===== config.mk =====
export PLATFORM = sky130hd
export DESIGN_NAME = instr_sequencer
export DESIGN_NICKNAME = d
export VERILOG_FILES = /design/src/rtl/instr_sequencer.sv
export SDC_FILE = /design/constraint.sdc
export NUM_CORES = 1
export LEC_CHECK = 0
export ABC_AREA = 1
export CAP_MARGIN = 25
export CORE_ASPECT_RATIO = 1.5
export CORE_UTILIZATION = 35
export CTS_CLUSTER_SIZE = 10
export DETAILED_ROUTE_END_ITERATION = 8
export GPL_ROUTABILITY_DRIVEN = 0
export GPL_TIMING_DRIVEN = 0
export SETUP_SLACK_MARGIN = 0.05
export SLEW_MARGIN = 5
export SYNTH_ARGS = -nofsm -noshare
export SYNTH_HDL_FRONTEND = slang
export SYNTH_SLANG_ARGS = --single-unit

===== constraint.sdc =====
create_clock -name clk -period 1.5 [get_ports clk]
set_input_delay 0.15 -clock clk [delete_from_list [all_inputs] [get_ports clk]]
set_output_delay 0.15 -clock clk [all_outputs]
set_load 0.05 [all_outputs]

===== src/rtl/instr_sequencer.sv =====
`timescale 1ns/1ps
// Multi-cycle fetch/decode/exec sequencer for the 2-bit-opcode core.
// Optional fetch watchdog enabled by defining FETCH_TIMEOUT_EN.
//
// state    | meaning
// ---------+-------------------------------------------------------
// S_IDLE   | out of reset, waiting for start
// S_FETCH  | imem_req high at pc, waiting for imem_ack
// S_DECODE | one cycle: map IR to control word or detect halt
// S_EXEC   | ctrl_valid high, waiting for ctrl_ready
// S_HALT   | halt instruction or fetch timeout; start restarts at PC_RESET
module instr_sequencer #(
  parameter int            AW             = 6,
  parameter logic [AW-1:0] PC_RESET       = '0,
  parameter int            TIMEOUT_CYCLES = 16
) (
  input  logic          clk,
  input  logic          rst_n,
  input  logic          start,
  output logic          imem_req,
  output logic [AW-1:0] imem_addr,
  input  logic          imem_ack,
  input  logic [7:0]    imem_data,
  output logic          ctrl_valid,
  output logic [7:0]    ctrl_word,
  output logic [5:0]    ctrl_operand,
  input  logic          ctrl_ready,
  output logic [AW-1:0] pc,
  output logic          busy,
  output logic          halted,
  output logic          err
);

  typedef enum logic [2:0] {
    S_IDLE,
    S_FETCH,
    S_DECODE,
    S_EXEC,
    S_HALT
  } state_t;

  state_t        state, state_next;
  logic [7:0]    ir;
  logic [AW-1:0] pc_q;
  logic [7:0]    word_q;
  logic [5:0]    operand_q;

  logic load_ir, load_ctrl, pc_inc, pc_restart, timeout;
  logic [7:0] word_dec;

  always_comb begin
    word_dec = 8'h00;
    case (ir[7:6])
      2'b00: word_dec = 8'hC1;
      2'b01: word_dec = 8'h6A;
      2'b10: word_dec = 8'hA4;
      2'b11: word_dec = 8'h12;
      default: word_dec = 8'h00;
    endcase
  end

`ifdef FETCH_TIMEOUT_EN
  localparam int TW = $clog2(TIMEOUT_CYCLES + 1);
  logic [TW-1:0] tcnt;
  logic          err_q;

  // imem_ack on the limit cycle takes priority over the timeout
  assign timeout = (state == S_FETCH) && !imem_ack &&
                   (tcnt == TW'(TIMEOUT_CYCLES - 1));

  always_ff @(posedge clk or negedge rst_n) begin
    if (!rst_n) begin
      tcnt  <= '0;
      err_q <= 1'b0;
    end else begin
      if (state != S_FETCH)
        tcnt <= '0;
      else if (!imem_ack)
        tcnt <= tcnt + 1'b1;
      if (timeout)
        err_q <= 1'b1;
      else if (pc_restart)
        err_q <= 1'b0;
    end
  end

  assign err = err_q;
`else
  logic unused_timeout_cfg;
  assign unused_timeout_cfg = ^TIMEOUT_CYCLES;
  assign timeout = 1'b0;
  assign err     = 1'b0;
`endif

  always_comb begin
    state_next = state;
    load_ir    = 1'b0;
    load_ctrl  = 1'b0;
    pc_inc     = 1'b0;
    pc_restart = 1'b0;
    case (state)
      S_IDLE: begin
        if (start) state_next = S_FETCH;
      end
      S_FETCH: begin
        if (imem_ack) begin
          load_ir    = 1'b1;
          state_next = S_DECODE;
        end else if (timeout) begin
          state_next = S_HALT;
        end
      end
      S_DECODE: begin
        if (ir == 8'hFF) begin
          state_next = S_HALT;
        end else begin
          load_ctrl  = 1'b1;
          state_next = S_EXEC;
        end
      end
      S_EXEC: begin
        if (ctrl_ready) begin
          pc_inc     = 1'b1;
          state_next = S_FETCH;
        end
      end
      S_HALT: begin
        if (start) begin
          pc_restart = 1'b1;
          state_next = S_FETCH;
        end
      end
      default: state_next = S_IDLE;
    endcase
  end

  always_ff @(posedge clk or negedge rst_n) begin
    if (!rst_n) begin
      state     <= S_IDLE;
      pc_q      <= PC_RESET;
      ir        <= 8'h00;
      word_q    <= 8'h00;
      operand_q <= 6'h00;
    end else begin
      state <= state_next;
      if (load_ir)
        ir <= imem_data;
      if (load_ctrl) begin
        word_q    <= word_dec;
        operand_q <= ir[5:0];
      end
      if (pc_restart)
        pc_q <= PC_RESET;
      else if (pc_inc)
        pc_q <= pc_q + 1'b1;
    end
  end

  assign imem_req     = (state == S_FETCH);
  assign imem_addr    = imem_req ? pc_q : '0;
  assign ctrl_valid   = (state == S_EXEC);
  assign ctrl_word    = word_q;
  assign ctrl_operand = operand_q;
  assign pc           = pc_q;
  assign busy         = (state == S_FETCH) || (state == S_DECODE) || (state == S_EXEC);
  assign halted       = (state == S_HALT);

endmodule

# == Word level (Yosys, flattened, before mapping) ==
# Cells that the tools add are included.
# W data, S select, Z words.
# op_classes
n_reduce_logical,7
bitwise,0
add_sub_neg,1
magnitude_cmp,0
div,0
mul,0
eq_ne,11
shifts,0
n_mux,17
# op_table
op,n
$pmux W8 S4,1
$mux W6,3
$mux W3,4
$pmux W3 S4,1
$eq A8 B8 Y1 const B,1
$mux W1,8
$add A6 B1 Y6 const B,1
$eq A3 B2 Y1 const B,2
$ne A2 B1 Y1 const B,3
$eq A2 B2 Y1 const B,2
$eq A3 B1 Y1 const B,1
$eq A3 B3 Y1 const B,1
$logic_not A3 Y1,1
$reduce_and A3 Y1,1
$eq A2 B1 Y1 const B,1
$logic_not A2 Y1,1
$logic_or A1 B1 Y1,2
$reduce_bool A2 Y1,1
$reduce_or A2 Y1,1
# word_totals
memories,0
out_inout_bits,31
rom_bits,0
latch_bits,0
ff_bits,31
in_bits,13
ram_bits,0

# == Longest topological paths before layout ==
# Gate-level depths: netlist of run 1.
# depth
depth_word,4
depth_mapped,9
ltp_nobuf,8

# == Least setup slack after synthesis of run 1 ==
# Ideal clock, no wire load.
# synth_path
path_kind,register -> output
start,register state[2]
end,output port imem_addr[0]
n_path_buf,0
path_slack_ns,-0.426
required_ns,1.350
path_stages_with_launch,6
t_arrival_ns,1.776
path_cell_list,dfrtp_1 inv_2 nand2_2 nor2_4 inv_1 nor2_1
# synth_via
elab_chain_cells,2
# synth_rtl
element,line,rtl
from (decl),42,"state_t state, state_next;"
from (signal assigned),145,state <= state_next;
$eq A3 B1 Y1,159,assign imem_req = (state == S_FETCH);
net imem_req,20,"output logic imem_req,"
$mux W6,160,assign imem_addr = imem_req ? pc_q : '0;
to (decl),21,"output logic [AW-1:0] imem_addr,"
# The timed path passes the listed nets, and every way through them passes these cells.

# == Final worst setup path of run 1 ==
# layout_path
start,register state[2]
end,output port imem_addr[0]
# layout_via
elab_chain_cells,2
# layout_rtl
element,line
$eq A3 B1 Y1,159
$mux W6,160
# No other way between the ends.

==> results of run 1 <==
==> kinds of logic after synthesis <==
| group | Yosys count | share of synthesized area |
|---|---|---|
| AO/OA/AOI/OAI | 13 | 0.0530 |
| XOR/XNOR | 2 | 0.0112 |
| adder cells (fa/ha/maj) | 6 | 0.0482 |
| buffers and inverters | 22 | 0.0698 |
| flip-flops | 31 | 0.498 |
| other | 1 | 0.00241 |
| AND/OR/NAND/NOR | 113 | 0.318 |
==> registers in the layout, indices dropped and copies added, names as in the netlist <==
name / count
ctrl_word: 8
ir: 8
ctrl_operand: 6
state: 3
pc: 6
==> synthesized netlist by cell type <==
cell type	number
dfrtp_1	31
nor2_2	3
buf_4	3
nand3b_1	1
nand2_1	59
nor2_4	2
inv_1	15
nor2_1	18
nand3_1	23
nand2_2	6
inv_2	2
ha_1	6
o21ai_0	2
a21oi_2	4
nor3_1	1
buf_6	2
o21bai_1	1
o21ai_1	6
xor2_1	2
conb_1	1
==> layer usage <==
metal | wire (um) | vias to the layer above | GRT usage | part of all wire
met1 | 1390 | 626 | 0.171 | 0.39
met2 | 1990 | 28 | 0.275 | 0.56
met4 | 44 | 0 | 0.0665 | 0.012
met5 | 0 | - | 0 | 0
met3 | 102 | 2 | 0.0279 | 0.029
li1 | - | 711 | - | -
==> critical path, stage by stage, from the launching register on <==
cell	delay [ns]
dfrtp_2	0.43
inv_2	0.09
nand2_4	0.06
nor2_4	0.11
clkinvlp_4	0.11
buf_6	0.15
nor2_4	0.07
buf_6	0.15
==> power groups by stage <==
| stage | Sequential (uW) | Clock [uW] | Combinational (uW) |
|---|---|---|---|
| 2_1_floorplan | 2190 | 0 | 1440 |
| 3_3_place_gp | 1490 | 0 | 3020 |
| 3_5_place_dp | 1500 | 0 | 3030 |
| 4_1_cts | 1480 | 630 | 2980 |
| 5_1_grt | 1540 | 662 | 3520 |
| 6_report | 1490 | 614 | 3270 |
==> worst min path at each step <==
stage | to | start
after floorplan | ctrl_operand[0] | rst_n
final | ir[4] | imem_data[4]
after CTS | ir[4] | imem_data[4]
after global routing | ir[2] | imem_data[2]
after detailed placement | ctrl_word[6] | rst_n
after global placement | ctrl_word[5] | ctrl_word[5]
==> cells in the final DEF (no fill, tap or decap), types with 2 or more instances in the layout <==
master	synthesis	final
buf_4	3	12
clkdlybuf4s50_1	0	11
nor2_2	3	6
buf_6	2	10
inv_1	15	14
nand2_1	59	54
a21oi_2	4	4
inv_2	2	2
nand2_4	0	2
dlygate4sd2_1	0	19
nor2_1	18	8
nand2_2	6	9
dfrtp_1	31	27
clkbuf_8	0	5
xor2_1	2	2
dfrtp_2	0	4
clkbuf_1	0	2
ha_1	6	5
nand3_1	23	23
nor2_4	2	9
o21ai_0	2	2
buf_8	0	3
buf_2	0	2
o21ai_1	6	6
==> final cells by class <==
class	count	share of cell area
repair buffers	55	0.228
well taps	46	0.0247
inverters	17	0.0290
flip-flops and latches	31	0.336
multi-input cells	135	0.327
clock buffers	7	0.0328
clock inverters	1	0.00215
plain buffers	5	0.0210
==> what timing repair did <==
item	in CTS	in global routing
hold endpoints to repair	31	0
buffers inserted	5	6
hold buffers	1	0
setup endpoints to repair	33	36
pin swaps	2	3
gates resized for setup	87	27
gates cloned	0	2
==> per-stage QoR <==
stage                     worst slack, ns  instance area [sq um]
final                              -0.102                   2330
after floorplan                    -0.243                   1610
after detailed placement           -0.703                   2080
after global placement             -0.701                   2080
after CTS                          -0.209                   2180
after global routing               -0.175                   2330
==> impl_metrics.py, run 1 <==
metrics = {
    "logic_synthesis": {
        "syn_area_per_cell_sq_um": 8.29,
        "synth_nets": 207,
        "ys_types": 20,
        "synth_top_area_frac": 0.498,
        "ys_seq_area_frac": 0.498,
        "yosysTopAreaCell": "dfrtp_1",
        "synth_seq_cells": 31,
        "netlist_area_sq_um": 1560,
        "netlist_instances": 188,
        "synth_warnings": 0,
        "ys_top_cells_by_area": "dfrtp_1, nand2_1, nand3_1",
    },
    "power_and_ir_drop": {
        "vdd_drop_max_mv": 1.59,
        "switchingPower_uw": 2740,
        "swShare": 0.510,
        "p_clk_frac": 0.114,
        "power.total_uw": 5370,
        "p_leak_uw": 0.00119,
        "combPwrFrac": 0.608,
        "p_per_area_nw_per_um2": 2310,
        "p_seq_frac": 0.278,
        "intPower_uw": 2630,
    },
    "grt": {
        "grt_pass1_vias": 1314,
        "grt_max_degree": 32,
        "antenna_found_initial": 0,
        "overflow": 0,
        "grt_pass1_wl_mm": 5.66,
        "grt_usage": 0.153,
    },
    "routing": {
        "drt_wl_total_mm": 3.53,
        "avgViaCountPerCell": 4.60,
        "drtPass1Iterations": 3,
        "drc_errors": 0,
        "ant_nets": 0,
        "drt-initial-drc-count": 32,
        "routedWlPerCell_um": 11.9,
        "vias": 1367,
    },
    "placed_design": {
        "io_buffer_count": 42,
        "hpwl_mm": 2.39,
        "placed_cells": 276,
    },
    "clocking": {
        "clockBufferDepth": 2,
        "cts_tree": "built",
        "path_clk_slew_ns": 0.06,
        "numCtsBuffers": 5,
        "clockRootBuffer": "clkbuf_8",
        "cts_sinks": 31,
        "clk_latency_ns": 0.27,
        "cts_max_level": 2,
    },
    "critical_path": {
        "reg2reg_slack_ns": 0.10,
        "start_kind": "flop",
        "crit_arrival_ns": 1.45,
        "path_max_fanout": 4,
        "crit_end": "imem_addr[0]",
        "startpoint": "state[2]",
        "required_ns": 1.35,
        "r2r-start": "state[2]",
        "worstRegToRegCells": 8,
        "path_class": "reg -> out",
        "worstSetupEndpointType": "primary output",
        "r2r_end": "ctrl_word[7]",
    },
    "finish": {
        "final_util": 0.548,
        "area_delta_synth_final_pct": 49.2,
        "drive_above_1_share": 0.287,
        "diodes": 0,
        "fin_cells": 297,
        "seqCellArea_sq_um": 781,
        "multi_input_area_sq_um": 759,
        "nets": 269,
        "fillerInstances": 411,
    },
    "floorplan": {
        "die_x_um": 56.5,
        "dieHeight_um": 83.7,
        "io-pin-count": 44,
        "die-area_sq_um": 4730,
        "start_util": 0.367,
        "coreArea_sq_um": 4250,
        "rows": 29,
    },
    "sta": {
        "finalHoldViolations": 0,
        "tightestPinTransition_ns": 0.684,
        "whs_ns": 0.422,
        "setup_slack_ns": -0.102,
        "finClkSkew_ns": 0.00256,
        "max_freq_ghz": 0.624,
        "period_minus_slack_ns": 1.60,
        "finalCritPeriodShare": 1.07,
        "slew_headroom": 0.544,
        "grt_setup_unrepaired": "true",
        "setup_viol": 6,
        "finalSetupTns_ns": -0.591,
        "report.final.slew_viol_count": 0,
    },
    "hold_path": {
        "holdCritPathClass": "in -> reg",
        "hold_path_depth": 3,
    },
    "run_status": {
        "violations": "negative setup slack",
        "outcome": "complete, but fails checks",
    },
    "flow_run": {
        "timing.max_cap.violations": 0,
    },
}
Note: power is estimated with default switching activity, not from simulation.
==> run 2: changes to the inputs <==
Settings changed: GPL_TIMING_DRIVEN 0 to unset, SKIP_LAST_GASP set to 1.
==> run 2 against run 1 <==
  * The run now ends clean
  * Routed wire length is 2.4% lower
  * Global-route usage rose by 1.6 points
  * Hold slack got worse by 0.17 ns
  * Non-clock buffer count decreased by 2
  * Sequential share of layout area decreased by 0.69 points
  * Critical path depth fell by 1
  * Combinational power rose by 6.4%
  * Worst setup slack better by 0.14 ns
  * Power up 5.2%
  * Critical endpoint is now busy
  * Largest cell class unchanged
==> impl_metrics.py, run 2 (synthesis gave the netlist of run 1 again) <==
metrics = {
    "critical_path": {
        "path_class": "reg -> out",
        "crit_arrival_ns": 1.31,
        "required_ns": 1.35,
        "path_max_fanout": 2,
        "start_kind": "flop",
        "worstSetupEndpointType": "primary output",
    },
    "finish": {
        "area_delta_synth_final_pct": 52.1,
        "nets": 267,
        "layout_common_cells": "nand2_1, buf_4, dfrtp_1, nand3_1, inv_1",
        "fin_cells": 295,
        "diodes": 0,
        "final_common_cell": "nand2_1",
        "drive_above_1_share": 0.333,
    },
    "clocking": {
        "clockRootBuffer": "clkbuf_8",
        "cts_max_level": 2,
        "clk_latency_ns": 0.29,
        "numCtsBuffers": 5,
        "cts_tree": "built",
        "path_clk_slew_ns": 0.07,
        "cts_sinks": 31,
        "clockBufferDepth": 2,
    },
    "routing": {
        "vias": 1372,
        "avgViaCountPerCell": 4.65,
        "routedWlPerCell_um": 11.7,
        "drtPass1Iterations": 4,
        "drt_wl_total_mm": 3.44,
        "ant_nets": 0,
        "drt-initial-drc-count": 40,
        "drc_errors": 0,
    },
    "placed_design": {
        "io_buffer_count": 42,
        "placed_cells": 279,
        "hpwl_mm": 2.59,
    },
    "hold_path": {
        "holdCritPathClass": "in -> async",
    },
    "run_status": {
        "outcome": "finished, final reports clean",
    },
    "floorplan": {
        "die-area_sq_um": 4730,
        "io-pin-count": 44,
        "die_x_um": 56.5,
        "coreArea_sq_um": 4250,
        "rows": 29,
        "start_util": 0.367,
        "dieHeight_um": 83.7,
    },
    "sta": {
        "finalCritPeriodShare": 0.976,
        "setup_viol": 0,
        "finClkSkew_ns": 0.00892,
        "period_minus_slack_ns": 1.46,
        "report.final.slew_viol_count": 0,
        "max_freq_ghz": 0.683,
        "whs_ns": 0.257,
        "finalHoldViolations": 0,
        "grt_setup_unrepaired": "true",
    },
    "power_and_ir_drop": {
        "p_leak_uw": 0.00118,
        "p_per_area_nw_per_um2": 2390,
        "vdd_drop_max_mv": 1.45,
    },
    "grt": {
        "grt_usage": 0.169,
        "grt_pass1_vias": 1360,
        "grt_max_degree": 32,
        "grt_pass1_wl_mm": 6.09,
        "overflow": 0,
        "antenna_found_initial": 0,
    },
    "flow_run": {
        "timing.max_cap.violations": 0,
    },
}
run 2: routing by layer:
layer	vias to the layer above	GRT usage	share of wire
met5	-	0	0
met4	0	0.0998	0.025
met3	5	0.0279	0.028
met2	28	0.305	0.55
met1	633	0.179	0.40
li1	706	-	-
run 2: per-stage QoR:
step | TNS (ns) | power (uW) | utilization | setup WS, ns | cell area (sq um)
global route | -0.268 | 6050 | 0.559 | -0.0457 | 2370
CTS | -0.0432 | 5600 | 0.546 | -0.0232 | 2320
detailed placement | 0 | 4810 | 0.512 | 0.0441 | 2170
finish | 0 | 5660 | 0.559 | 0.0353 | 2370
floorplan | -1.51 | 3620 | - | -0.243 | 1610
global placement | 0 | 4780 | 0.512 | 0.0943 | 2170
run 2: area by class of cell:
| class | count | area [sq um] |
|---|---|---|
| Fill cell | 396 | 1870 |
| Inverter | 17 | 63.8 |
| Clock buffer | 7 | 86.3 |
| Timing Repair Buffer | 58 | 623 |
| Multi-Input combinational cell | 135 | 756 |
| Tap cell | 46 | 57.6 |
| Clock inverter | 1 | 5.00 |
| Sequential cell | 31 | 779 |
run 2: power by group:
| part | total [uW] | switching, uW | internal [uW] |
|---|---|---|---|
| clock | 674 | 305 | 369 |
| sequential | 1500 | 302 | 1200 |
| combinational | 3480 | 2150 | 1330 |
| total | 5660 | 2760 | 2900 |
run 2: worst paths after layout:
| kind | slack, ns | startpoint | depth (start not counted) | endpoint |
|---|---|---|---|---|
| hold reg to reg | 0.48 | ctrl_word[4] | 2 | ctrl_word[4] |
| max in group asynchronous | 0.93 | rst_n | 2 | state[0] |
| hold / removal | 0.26 | rst_n | 2 | ctrl_word[5] |
| min in group clk | 0.42 | imem_data[2] | 3 | ir[2] |
| setup reg to reg | 0.14 | state[2] | 8 | ctrl_word[7] |
| setup / recovery | 0.04 | state[2] | 6 | busy |
run 2: worst max-delay path, cell delays in order (launching register included):
cell	delay (ns)
dfrtp_1	0.35
inv_2	0.06
buf_4	0.12
buf_4	0.12
nand2_1	0.11
nand2_1	0.11
buf_12	0.16
run 2: timing repair:
action | in CTS | in global routing
gates resized for setup | 3 | 10
pin swaps | 3 | 3
buffers inserted | 6 | 2
endpoints found under the setup margin | 9 | 28
hold buffers | 0 | 0
